**src/rtl/dig_spi_pkg.sv**
```systemverilog
// Shared constants and FSM state encoding for the SPI responder.
// Frame: bit15 R/W (1 = read), bits14:8 address, bits7:0 data.
package dig_spi_pkg;
  localparam int FRAME_BITS = 16;
  localparam int ADDR_W     = 7;
  localparam int DATA_W     = 8;
  localparam int CNT_W      = 5;

  localparam logic [CNT_W-1:0] CNT_HDR_LAST = CNT_W'(ADDR_W);
  localparam logic [CNT_W-1:0] CNT_FULL     = CNT_W'(FRAME_BITS);
  localparam logic [CNT_W-1:0] CNT_LAST     = CNT_FULL - 1'b1;
  localparam logic [CNT_W-1:0] CNT_SAT      = CNT_FULL + 1'b1;

  typedef enum logic [2:0] {
    IDLE,
    ADDR,
    WDATA,
    RDATA,
    DRAIN
  } state_e;
endpackage

```
**src/rtl/sync_edge.sv**
```systemverilog
// Synchronizer chain plus rise/fall detector for one async input.
// Ports: clk, rst, d (pin) -> q (synced level), rise, fall.
module sync_edge #(
  parameter int   STAGES  = 2,
  parameter logic RST_VAL = 1'b0
) (
  input  logic clk,
  input  logic rst,
  input  logic d,
  output logic q,
  output logic rise,
  output logic fall
);
  logic [STAGES-1:0] sync_q, sync_d;
  logic              dly_q, dly_d;

  always_comb begin
    sync_d[0] = d;
    for (int i = 1; i < STAGES; i++) begin
      sync_d[i] = sync_q[i-1];
    end
    dly_d = sync_q[STAGES-1];
  end

  always_ff @(posedge clk or posedge rst) begin
    if (rst) begin
      sync_q <= {STAGES{RST_VAL}};
      dly_q  <= RST_VAL;
    end else begin
      sync_q <= sync_d;
      dly_q  <= dly_d;
    end
  end

  assign q    = sync_q[STAGES-1];
  assign rise = q & ~dly_q;
  assign fall = ~q & dly_q;
endmodule

```
**src/rtl/dig_spi_responder.sv**
```systemverilog
// 16-bit SPI slave bridging a serial master to a register file.
// Ports: sen_n/sclk/sdata in, sdout/sdout_oe out, reg_* bus, frame_err.
module dig_spi_responder
  import dig_spi_pkg::*;
#(
  parameter logic SCLK_IDLE   = 1'b1,
  parameter int   SYNC_STAGES = 2
) (
  input  logic              clk,
  input  logic              rst,
  input  logic              sen_n,
  input  logic              sclk,
  input  logic              sdata,
  output logic              sdout,
  output logic              sdout_oe,
  output logic              reg_wr_en,
  output logic [ADDR_W-1:0] reg_wr_addr,
  output logic [DATA_W-1:0] reg_wr_data,
  output logic [ADDR_W-1:0] reg_rd_addr,
  input  logic [DATA_W-1:0] reg_rd_data,
  output logic              frame_err
);
  logic sen_s, sen_rise, sen_fall;
  logic sclk_rise, sclk_fall, sclk_lvl_unused;
  logic sdata_s, sdata_rise_unused, sdata_fall_unused;

  sync_edge #(.STAGES(SYNC_STAGES), .RST_VAL(1'b1)) u_sen (
    .clk  (clk),
    .rst  (rst),
    .d    (sen_n),
    .q    (sen_s),
    .rise (sen_rise),
    .fall (sen_fall)
  );

  sync_edge #(.STAGES(SYNC_STAGES), .RST_VAL(SCLK_IDLE)) u_sclk (
    .clk  (clk),
    .rst  (rst),
    .d    (sclk),
    .q    (sclk_lvl_unused),
    .rise (sclk_rise),
    .fall (sclk_fall)
  );

  // Same depth as sclk so each sample lines up with its edge.
  sync_edge #(.STAGES(SYNC_STAGES), .RST_VAL(1'b0)) u_sdata (
    .clk  (clk),
    .rst  (rst),
    .d    (sdata),
    .q    (sdata_s),
    .rise (sdata_rise_unused),
    .fall (sdata_fall_unused)
  );

  state_e            state_q, state_d;
  logic [CNT_W-1:0]  cnt_q, cnt_d;
  logic [6:0]        sh_q, sh_d;
  logic              rw_q, rw_d;
  logic [ADDR_W-1:0] addr_q, addr_d;
  logic [DATA_W-1:0] data_q, data_d;
  logic              wr_en_q, wr_en_d;
  logic [ADDR_W-1:0] wr_addr_q, wr_addr_d;
  logic [DATA_W-1:0] wr_data_q, wr_data_d;
  logic [ADDR_W-1:0] rd_addr_q, rd_addr_d;
  logic [1:0]        ld_q, ld_d;
  logic [DATA_W-1:0] osh_q, osh_d;
  logic              sdout_q, sdout_d;
  logic              oe_q, oe_d;
  logic              ferr_q, ferr_d;

  logic rise_ok, fall_ok, rd_phase;

  assign rise_ok  = sclk_rise & ~sen_s;
  assign fall_ok  = sclk_fall & ~sen_s;
  assign rd_phase = rw_q & ((state_q == RDATA) | (state_q == DRAIN));

  always_comb begin
    state_d   = state_q;
    cnt_d     = cnt_q;
    sh_d      = sh_q;
    rw_d      = rw_q;
    addr_d    = addr_q;
    data_d    = data_q;
    wr_en_d   = 1'b0;
    wr_addr_d = wr_addr_q;
    wr_data_d = wr_data_q;
    rd_addr_d = rd_addr_q;
    ld_d      = {ld_q[0], 1'b0};
    osh_d     = osh_q;
    sdout_d   = sdout_q;
    oe_d      = oe_q;
    ferr_d    = 1'b0;

    // Read data arrives one clk after the address is registered.
    if (ld_q[1]) osh_d = reg_rd_data;

    // SEN rise wins over any sclk edge seen in the same clk.
    if (state_q != IDLE && sen_rise) begin
      state_d = IDLE;
      oe_d    = 1'b0;
      sdout_d = 1'b0;
      ld_d    = 2'b00;
      if (state_q == DRAIN && cnt_q == CNT_FULL) begin
        if (!rw_q) begin
          wr_en_d   = 1'b1;
          wr_addr_d = addr_q;
          wr_data_d = data_q;
        end
      end else begin
        ferr_d = 1'b1;
      end
    end else begin
      unique case (state_q)
        IDLE: begin
          if (sen_fall) begin
            state_d = ADDR;
            cnt_d   = '0;
          end
        end
        ADDR: begin
          if (rise_ok) begin
            cnt_d = cnt_q + 1'b1;
            sh_d  = {sh_q[5:0], sdata_s};
            if (cnt_q == CNT_HDR_LAST) begin
              rw_d   = sh_q[6];
              addr_d = {sh_q[5:0], sdata_s};
              if (sh_q[6]) begin
                state_d   = RDATA;
                rd_addr_d = {sh_q[5:0], sdata_s};
                ld_d      = 2'b01;
              end else begin
                state_d = WDATA;
              end
            end
          end
        end
        WDATA: begin
          if (rise_ok) begin
            cnt_d = cnt_q + 1'b1;
            sh_d  = {sh_q[5:0], sdata_s};
            if (cnt_q == CNT_LAST) begin
              data_d  = {sh_q, sdata_s};
              state_d = DRAIN;
            end
          end
        end
        RDATA: begin
          if (rise_ok) begin
            cnt_d = cnt_q + 1'b1;
            if (cnt_q == CNT_LAST) state_d = DRAIN;
          end
        end
        DRAIN: begin
          if (rise_ok && cnt_q != CNT_SAT) cnt_d = cnt_q + 1'b1;
        end
        default: state_d = IDLE;
      endcase

      if (fall_ok && rd_phase) begin
        oe_d    = 1'b1;
        sdout_d = osh_q[DATA_W-1];
        osh_d   = {osh_q[DATA_W-2:0], 1'b0};
      end
    end
  end

  always_ff @(posedge clk or posedge rst) begin
    if (rst) begin
      state_q   <= IDLE;
      cnt_q     <= '0;
      sh_q      <= '0;
      rw_q      <= 1'b0;
      addr_q    <= '0;
      data_q    <= '0;
      wr_en_q   <= 1'b0;
      wr_addr_q <= '0;
      wr_data_q <= '0;
      rd_addr_q <= '0;
      ld_q      <= '0;
      osh_q     <= '0;
      sdout_q   <= 1'b0;
      oe_q      <= 1'b0;
      ferr_q    <= 1'b0;
    end else begin
      state_q   <= state_d;
      cnt_q     <= cnt_d;
      sh_q      <= sh_d;
      rw_q      <= rw_d;
      addr_q    <= addr_d;
      data_q    <= data_d;
      wr_en_q   <= wr_en_d;
      wr_addr_q <= wr_addr_d;
      wr_data_q <= wr_data_d;
      rd_addr_q <= rd_addr_d;
      ld_q      <= ld_d;
      osh_q     <= osh_d;
      sdout_q   <= sdout_d;
      oe_q      <= oe_d;
      ferr_q    <= ferr_d;
    end
  end

  assign sdout       = sdout_q & oe_q;
  assign sdout_oe    = oe_q;
  assign reg_wr_en   = wr_en_q;
  assign reg_wr_addr = wr_addr_q;
  assign reg_wr_data = wr_data_q;
  assign reg_rd_addr = rd_addr_q;
  assign frame_err   = ferr_q;
endmodule
```
**config.mk**
```make
export PLATFORM = sky130hd
export DESIGN_NAME = dig_spi_responder
export DESIGN_NICKNAME = d
export VERILOG_FILES = /design/src/rtl/dig_spi_pkg.sv /design/src/rtl/sync_edge.sv /design/src/rtl/dig_spi_responder.sv
export SDC_FILE = /design/constraint.sdc
export NUM_CORES = 1
export LEC_CHECK = 0
export ABC_CLOCK_PERIOD_IN_PS = 2400
export CORE_ASPECT_RATIO = 0.6
export CORE_UTILIZATION = 50
export DETAILED_ROUTE_END_ITERATION = 8
export GPL_ROUTABILITY_DRIVEN = 0
export PLACE_DENSITY_LB_ADDON = 0.08
export SLEW_MARGIN = 30
export SYNTH_ARGS = -nofsm -noshare
export SYNTH_HDL_FRONTEND = slang
export SYNTH_SLANG_ARGS = --single-unit
```
**constraint.sdc**
```tcl
create_clock -name clk -period 2.4 [get_ports clk]
set_input_delay 0.48 -clock clk [delete_from_list [all_inputs] [get_ports clk]]
set_output_delay 0.48 -clock clk [all_outputs]
set_load 0.005 [all_outputs]
```
# Word level (Yosys, flattened, before mapping)
# Index checks and enable logic that the tools add are counted.
# Widths: inputs -> output; s select.
[classes]
n_addsub = 1
n_reduce_logical = 18
eq_ne = 17
bitwise_logic = 15
muxes = 29
[ops]
columns = ["operator", "count"]
rows = [
  ["$mux 8", 3],
  ["$mux 3", 6],
  ["$mux 5", 3],
  ["$pmux 5 s3", 1],
  ["$pmux 3 s4", 1],
  ["$mux 1", 10],
  ["$mux 2", 5],
  ["$reduce_and 5->1", 2],
  ["$ne 3x3->1 const B", 3],
  ["$and 1x1->1", 8],
  ["$reduce_and 4->1", 2],
  ["$eq 3x2->1 const B", 2],
  ["$ne 3x1->1 const B", 2],
  ["$not 1->1", 6],
  ["$reduce_and 3->1", 2],
  ["$reduce_and 6->1", 1],
  ["$reduce_bool 3->1", 2],
  ["$add 5x1->5 const B", 1],
  ["$eq 5x3->1 const B", 1],
  ["$eq 5x4->1 const B", 1],
  ["$eq 5x5->1 const B", 1],
  ["$ne 5x5->1 const B", 1],
  ["$logic_and 1x1->1", 4],
  ["$ne 2x1->1 const B", 2],
  ["8 further kinds", 10],
]
[word_totals]
output_inout_bits = 26
elab_cells = 100
in_bits = 13
regBits = 75

# Depth between registers and ports, before layout
# Gate-level depths: netlist of run 1.
[logic_depth]
ltp_word = 6
ltp_mapped = 7
depth_no_buf = 7

# Hierarchy
# From an unflattened synthesis of run 1, not the netlist that was laid out.
[hier_totals]
cells_unflattened = 227
hier_area_um2 = 3260.6
[by_module_without_submodules]
columns = ["mod", "area_each_um2", "seq_area_each_um2", "instances", "cells_per_inst"]
rows = [
  ["dig_spi_responder", 2971.6, 1676.6, 1, 209],
  ["sync_edge at u_sclk ...", 97.6, 78.8, 2, 6],
  ["sync_edge at u_sdata", 93.8, 75.1, 1, 6],
]

# Worst setup path before layout of run 1
# OpenSTA, ideal clock, no wires.
[synth_path]
kind = "register to register"
startpoint = "register cnt_q[0]"
endpoint = "register rd_addr_q[0] (netlist: reg_rd_addr[0])"
n_path_buf = 0
t_required_ns = 2.275
synth_period_minus_slack_ns = 1.975
arrival_ns = 1.850
setup_ns = 0.125
slack_ns = 0.425
path_stages_with_launch = 6
cell_sequence = "dfrtp_1 > ha_1 > nor4bb_1 > nand3_1 > nor3_2 > mux2_2"
[synth_via]
elab_chain_cells = 2
[synth_lines]
columns = ["element", "line", "source"]
rows = [
  ["start, declared", "dig_spi_responder.sv:56", "logic [CNT_W-1:0] cnt_q, cnt_d;"],
  ["start signal, assigned", "dig_spi_responder.sv:186", "cnt_q <= cnt_d;"],
  ["$eq 5x3->1", "dig_spi_responder.sv:124", "if (cnt_q == CNT_HDR_LAST) begin"],
  ["$reduce_and 5->1 (no source line)", "n/a", ""],
  ["end signal, assigned", "dig_spi_responder.sv:194", "rd_addr_q <= rd_addr_d;"],
  ["end, declared", "dig_spi_responder.sv:64", "logic [ADDR_W-1:0] rd_addr_q, rd_addr_d;"],
]
# Every way passes these cells.
# A chain may end at the register's enable or synchronous reset.

# Final worst setup path of run 1
[layout_path]
startpoint = "register cnt_q[0]"
endpoint = "register rd_addr_q[3] (netlist: reg_rd_addr[3])"
# Same word-level chain as after synthesis.

==> results by group, run 1 <==
Outcome
  • Outcome: complete, no violations

CTS
  • Clock latency on the worst-skew pair: 350 ps
  • CTS buffer count: 9
  • CTS tree: done
  • Post-CTS Setup Bufs: 0
  • Root buffer cell: clkbuf_8
  • Worst-path clk slew: 70 ps
  • H-tree depth: 3
  • CTS Hold Bufs: 0
  • Clock sinks: 75
  • Clk buf depth: 2

Floorplan
  • Die footprint: between 0.006 and 0.007 mm^2
  • Initial Utilization: 0.520
  • Row cnt: 22
  • Top Ports: 39
  • Core area: 0.00614 mm^2
  • Die Wd: around 110 um
  • Die Span Y: 63.9 um

Synthesis
  • Warnings from Yosys: 0
  • Synth Flop Type: dfrtp_1
  • EDFF count, synth: 0
  • Flip-flop and latch count after synthesis: 75
  • Async SR Flop Fraction: 1.00
  • Synth Cell Area: 0.00319 mm^2
  • Syn Nets: 255
  • Post-synthesis cell type count: 42
  • Seq/Total Area, Yosys: 0.590
  • Syn Inst Count: 238
  • Avg Cell Area, Syn: 13.4 um^2

Detailed routing
  • DRT Pass-1 Iters: 4
  • DRT antenna net count: 0
  • Drt wl/cell: 15.4 um
  • 1st-iter DRT viols: ~120
  • Via density: 5.17
  • Post-Route WL: 5790 um
  • Remaining DRCs: 0
  • Via count: just under 2000

Global routing
  • Initial antenna violation count: 0
  • Largest net degree at the start of global routing: 76
  • Global-route wire length before repair: just under 10000 um
  • Overflow after GRT: 0
  • Vias in the first global route: 1936
  • Gr usage total: 0.197

Setup path
  • Slowest cell on the critical path: nor4bb_1
  • Reg2Reg Capture Point: reg_rd_addr[3]$_DFFE_PP0P_
  • Startpoint types: flip-flop
  • Setup crit end: reg_rd_addr[3]$_DFFE_PP0P_
  • Crit. path cell count: 6
  • Crit path kind: flip-flop to flip-flop
  • Max incr delay on CP: approximately 470 ps
  • Crit path buf inv count: 1
  • Worst path required time: around 2600 ps
  • RR Startpoint: cnt_q[0]$_DFFE_PP0P_
  • Register-to-register setup slack: 210 ps
  • Crit path capture type: flip-flop
  • R2R depth: 6
  • CP top delay family: simple AND/OR/NAND/NOR gates
  • Crit. Startpoint: cnt_q[0]$_DFFE_PP0P_
  • Worst path arrival time: 2410 ps
  • Cell chain of the critical path: ha_1, nor4bb_1, nand3_1, nor3_2, buf_4, mux2_2
  • Crit-path max FO: 8

Layout
  • P&R area growth vs syn: 23.5%
  • Ant diodes: 0
  • Leading cell type in the layout, fill and taps excluded: dfrtp_1
  • Layout cells sized above 1: 0.287
  • Final nets: 305
  • Commonest non-fill, non-tap cells in the layout: dfrtp_1 (69), clkdlybuf4s50_1 (38), mux2_2 (37)

STA
  • Final Hold Fails: 0
  • Setup-failing EPs final: 0
  • Final worst-path cycle share: 0.912
  • Fmax: 457 MHz
  • Slew HR: 0.560
  • Sum of negative setup slack: 0 ps
  • Worst Tran Pin Value: between 600 and 700 ps
  • Layout Skew: 10.6 ps
  • Slew Limit Fails: 0
  • Period minus WS final: 2190 ps
  • RSZ-0062 raised after global routing: false

Power and ir drop
  • Pleak: 1.81 nW
  • PD cells: roughly 770 mW/mm^2
  • VDD IR-drop max: 0.000461 V
  • Total power: 3.05 mW

Placement
  • Port bufs: 38
  • Detail Placement HPWL: 3910 um

Job
  • Max-cap viol count: 0

Hold path
  • Hold Path Class: flip-flop to flip-flop
==> cell usage after synthesis (4+ instances only) <==
cell type	n	area, um^2
mux2i_1	10	100
a21oi_1	13	65.1
o21ai_0	5	25.0
ha_1	4	50.1
nor2_1	13	48.8
nand2_1	9	33.8
nand3_1	6	30.0
dfrtp_1	69	1730
nand2b_1	5	31.3
mux2_2	37	417
inv_1	6	22.5
mux2_4	9	135
dfstp_2	6	158
==> area by class of cell <==
type	count	area (um^2)
Sequential cell	75	1880
Inverter	6	22.5
Fill cell	471	2200
Multi-Input combinational cell	150	1240
Tap cell	84	105
Clock inverter	5	104
Clock buffer	11	131
Timing Repair Buffer	46	453
==> layer usage <==
metal / vias up / routed length, um / track usage
li1: 942 / - / -
met1: 947 / 3040 / 0.300
met2: 51 / 2370 / 0.265
met3: 9 / 315 / 0.0592
met4: 0 / 74 / 0.0687
met5: - / 0 / 0
==> per-stage QoR <==
step,instances,setup WS [ps],utilization,instance area (um^2),hold WS (ps)
4_1_cts,377,160,0.641,3940,352
6_report,377,211,0.642,3940,350
3_5_place_dp,361,182,0.603,3700,335
3_3_place_gp,361,273,0.603,3700,335
2_1_floorplan,238,20.0,-,3190,331
5_1_grt,377,52.2,0.642,3940,366
==> registers in the layout (all words and copies together) (netlist names) <==
name / cells
state_q: 3
osh_q: 8
u_sen.sync_q: 2
sdout_q: 1
frame_err: 1
u_sdata.sync_q: 2
u_sclk.sync_q: 2
reg_wr_en: 1
sh_q: 7
data_q: 8
reg_wr_addr: 7
addr_q: 7
sdout_oe: 1
rw_q: 1
u_sclk.dly_q: 1
ld_q: 2
u_sen.dly_q: 1
reg_rd_addr: 7
reg_wr_data: 8
cnt_q: 5
==> cell families (layout without fill, tap and decap cells) <==
logic type      count (synthesis)  after routing  synth area share
compound gates                 29             29            0.0545
xor+xnor                        1              1           0.00274
fa+ha+maj                       4              4            0.0157
buf+inv                        13             68            0.0235
flops                          75             75             0.590
mux                            56             56             0.204
simple gates                   60             60             0.109
==> power by group <==
part / leakage [nW] / switching [mW] / internal [mW]
Clock: 0.118 / 0.450 / 0.692
Combinational: 0.716 / 0.221 / 0.198
Sequential: 0.972 / 0.127 / 1.36
==> worst reg2reg max path: stages (launching register included) <==
cell and delay [ps]:
dfrtp_1 400, ha_1 210, nor4bb_1 470, nand3_1 270, nor3_2 180, buf_4 200
mux2_2 350
==> how the worst min path moves through the flow <==
stage	start	endpoint	slack (ps)	cells after the start
after floorplan	u_sdata.sync_q[0]$_DFF_PP0_	u_sdata.sync_q[1]$_DFF_PP0_	330	0
after global placement	u_sdata.sync_q[0]$_DFF_PP0_	u_sdata.sync_q[1]$_DFF_PP0_	330	0
after detailed placement	u_sdata.sync_q[0]$_DFF_PP0_	u_sdata.sync_q[1]$_DFF_PP0_	330	0
after CTS	u_sdata.sync_q[0]$_DFF_PP0_	u_sdata.sync_q[1]$_DFF_PP0_	350	0
after global routing	u_sen.sync_q[0]$_DFF_PP1_	u_sen.sync_q[1]$_DFF_PP1_	370	0
final	u_sdata.sync_q[0]$_DFF_PP0_	u_sdata.sync_q[1]$_DFF_PP0_	350	0
==> repair_timing <==
action / 4_1_cts / 5_1_grt
resized for setup: 0 / 1
endpoints found under the hold margin: 0 / 0
endpoints found under the setup margin: 0 / 2
Note: power is estimated with default switching activity, not from simulation.
==> inputs of run 2 (changes only) <==
--- a/config.mk
+++ b/config.mk
@@ -11,6 +11,7 @@
 export DETAILED_ROUTE_END_ITERATION = 8
 export GPL_ROUTABILITY_DRIVEN = 0
 export PLACE_DENSITY_LB_ADDON = 0.08
+export SKIP_CTS_REPAIR_TIMING = 1
 export SLEW_MARGIN = 30
 export SYNTH_ARGS = -nofsm -noshare
 export SYNTH_HDL_FRONTEND = slang
==> results of run 2 <==
The final DEF is identical to that of run 1; final timing and power are the same.
==> inputs of run 3 (changes only) <==
--- a/config.mk
+++ b/config.mk
@@ -7,10 +7,11 @@
 export LEC_CHECK = 0
 export ABC_CLOCK_PERIOD_IN_PS = 2400
 export CORE_ASPECT_RATIO = 0.6
+export CORE_MARGIN = 2
 export CORE_UTILIZATION = 50
 export DETAILED_ROUTE_END_ITERATION = 8
 export GPL_ROUTABILITY_DRIVEN = 0
-export PLACE_DENSITY_LB_ADDON = 0.08
+export PLACE_DENSITY = 0.76
 export SKIP_CTS_REPAIR_TIMING = 1
 export SLEW_MARGIN = 30
 export SYNTH_ARGS = -nofsm -noshare
==> results by group, run 3 (synthesis results as in run 1) <==
Layout
  • Fillers: 451 (-4.2%)
  • P&R area growth vs syn: 23.0%
  • Final nets: 306 (+0.33%)
  • Commonest non-fill, non-tap cells in the layout: dfrtp_1 (69), clkdlybuf4s50_1 (38), mux2_2 (37)
  • Layout cells sized above 1: 0.289 (+0.00243)
  • Leading cell type in the layout, fill and taps excluded: dfrtp_1
  • Ant diodes: 0 (unchanged)

Power and ir drop
  • Clock power frac: 0.354 (-0.020)
  • PD cells: 751 mW/mm^2 (-3.0%)
  • Total power: 2.95 mW (-3.3%)
  • Psw: 0.774 mW (-3.0%)
  • Cell Int Power: 2.18 mW (-3.5%)
  • Combinational Power Share: 0.140 (+0.003)
  • Seq pwr share: 0.507 (+0.018)
  • VDD IR-drop max: 0.000407 V (-12%)
  • Pleak: 1.80 nW (-0.12%)
  • Switching share of power: 0.262 (+0.000940)

Floorplan
  • Top Ports: 39 (unchanged)
  • Row cnt: 22 (unchanged)
  • Die Wd: 107 um (+1.9%)
  • Die footprint: 0.00706 mm^2 (+5.1%)
  • Die Span Y: 65.9 um (+3.1%)
  • Core area: 0.00614 mm^2 (unchanged)
  • Initial Utilization: 0.520 (unchanged)

STA
  • RSZ-0062 raised after global routing: false
  • Setup-failing EPs final: 0 (unchanged)
  • Final worst-path cycle share: 0.886 (-0.0260)
  • Layout Skew: 6.74 ps (-3.88 ps)
  • Period minus WS final: 2130 ps (-62.5 ps)
  • Fmax: 470 MHz (+2.9%)
  • Final Hold Fails: 0 (unchanged)
  • Slew Limit Fails: 0 (unchanged)
  • Slew HR: 0.568 (+0.00862)
  • Sum of negative setup slack: 0 ps (unchanged)
  • Worst Tran Pin Value: 647 ps (-12.9 ps)

Job
  • Max-cap viol count: 0 (unchanged)

Detailed routing
  • DRT Pass-1 Iters: 4 (unchanged)
  • DRT antenna net count: 0 (unchanged)
  • Remaining DRCs: 0 (unchanged)
  • Via count: 1968 (+0.97%)
  • 1st-iter DRT viols: 132 (+9.1%)
  • Via density: 5.21 (+0.71%)
  • Post-Route WL: 5610 um (-3.1%)
  • Drt wl/cell: 14.8 um (-3.4%)

Global routing
  • Gr usage total: 0.186 (-0.0115)
  • Vias in the first global route: 1915 (-1.1%)
  • Overflow after GRT: 0 (unchanged)
  • Largest net degree at the start of global routing: 42 (-45%)
  • Initial antenna violation count: 0 (unchanged)
  • Global-route wire length before repair: 9780 um (-1.3%)

CTS
  • Clock latency on the worst-skew pair: 340 ps (about the same)
  • Clock sinks: 75 (unchanged)
  • CTS tree: done
  • H-tree depth: 3 (unchanged)
  • CTS buffer count: 9 (unchanged)
  • Worst-path clk slew: 70 ps (about the same)
  • Root buffer cell: clkbuf_8
  • Clk buf depth: 2 (unchanged)

Setup path
  • Register-to-register setup slack: 270 ps (+60 ps)
  • Worst path arrival time: 2350 ps (-60 ps)
  • Startpoint types: flip-flop
  • Reg2Reg Capture Point: addr_q[2]$_DFFE_PP0P_
  • RR Startpoint: cnt_q[0]$_DFFE_PP0P_
  • Worst path required time: 2630 ps (about the same)
  • Crit path kind: flip-flop to flip-flop
  • Crit-path max FO: 8 (unchanged)
  • R2R depth: 5 (-1)
  • Crit path capture type: flip-flop

Placement
  • Detail Placement HPWL: 3990 um (+2.1%)
  • Port bufs: 38 (unchanged)

Hold path
  • Worst hold stages: 0 (unchanged)
  • Hold Path End: u_sdata.sync_q[1]$_DFF_PP0_
  • Hold Crit Start: u_sdata.sync_q[0]$_DFF_PP0_
  • Hold Path Class: flip-flop to flip-flop

Outcome
  • Outcome: complete, no violations
run 3: changes by cell type in the layout (fill, tap and decap cells not counted):
cell | before | now
nor2_4 | 1 | 0
clkbuf_8 | 9 | 10
buf_4 | 7 | 8
nor2_2 | 1 | 2
bufinv_16 | 3 | 2
run 3: worst max-delay path, cell delays in order, from the launching register on:
cell	delay [ps]
dfrtp_1	400
ha_1	220
nor4bb_1	440
nand3_1	210
nor2_2	360
mux2_2	380
run 3: worst max path at each step:
stage                              start                     to  slack, ps  cells past startpoint
floorplan                            rst  addr_q[0]$_DFFE_PP0P_         20                      1
global placement    cnt_q[0]$_DFFE_PP0P_  addr_q[1]$_DFFE_PP0P_        350                      5
detailed placement  cnt_q[0]$_DFFE_PP0P_  addr_q[2]$_DFFE_PP0P_        280                      5
CTS                 cnt_q[0]$_DFFE_PP0P_  addr_q[2]$_DFFE_PP0P_        260                      5
global route        cnt_q[0]$_DFFE_PP0P_  addr_q[2]$_DFFE_PP0P_        130                      5
finish              cnt_q[0]$_DFFE_PP0P_  addr_q[2]$_DFFE_PP0P_        270                      5
run 3: per-stage QoR:
step                 util  hold slack, ps  cell area, um^2  cells  setup WS [ps]
floorplan               -             331             3190    238           20.0
global placement    0.604             331             3710    362            350
detailed placement  0.604             338             3710    362            276
CTS                 0.640             354             3930    378            259
global route        0.640             359             3930    378            135
finish              0.640             353             3930    378            273
run 3: area by class of cell:
cell class	instances	area, um^2	share of cell area
clock inverter	4	73.8	0.0188
timing repair buffer	47	460	0.117
clock buffer	12	145	0.0369
tap	84	105	0.0268
sequential	75	1880	0.480
multi-input combinational	150	1240	0.315
inverter	6	22.5	0.00573
run 3: routing by layer:
metal	up-vias	GRT usage	wire (um)
li1	944	-	-
met1	954	0.290	3030
met2	61	0.236	2130
met3	9	0.0562	358
met4	0	0.0731	92
met5	-	0	0
run 3: power groups by stage:
stage	combinational, mW	sequential, mW	clock [mW]
2_1_floorplan	0.313	1.46	0
3_5_place_dp	0.413	1.52	0
4_1_cts	0.416	1.49	1.07
6_report	0.413	1.49	1.04
3_3_place_gp	0.413	1.51	0
5_1_grt	0.472	1.52	1.14
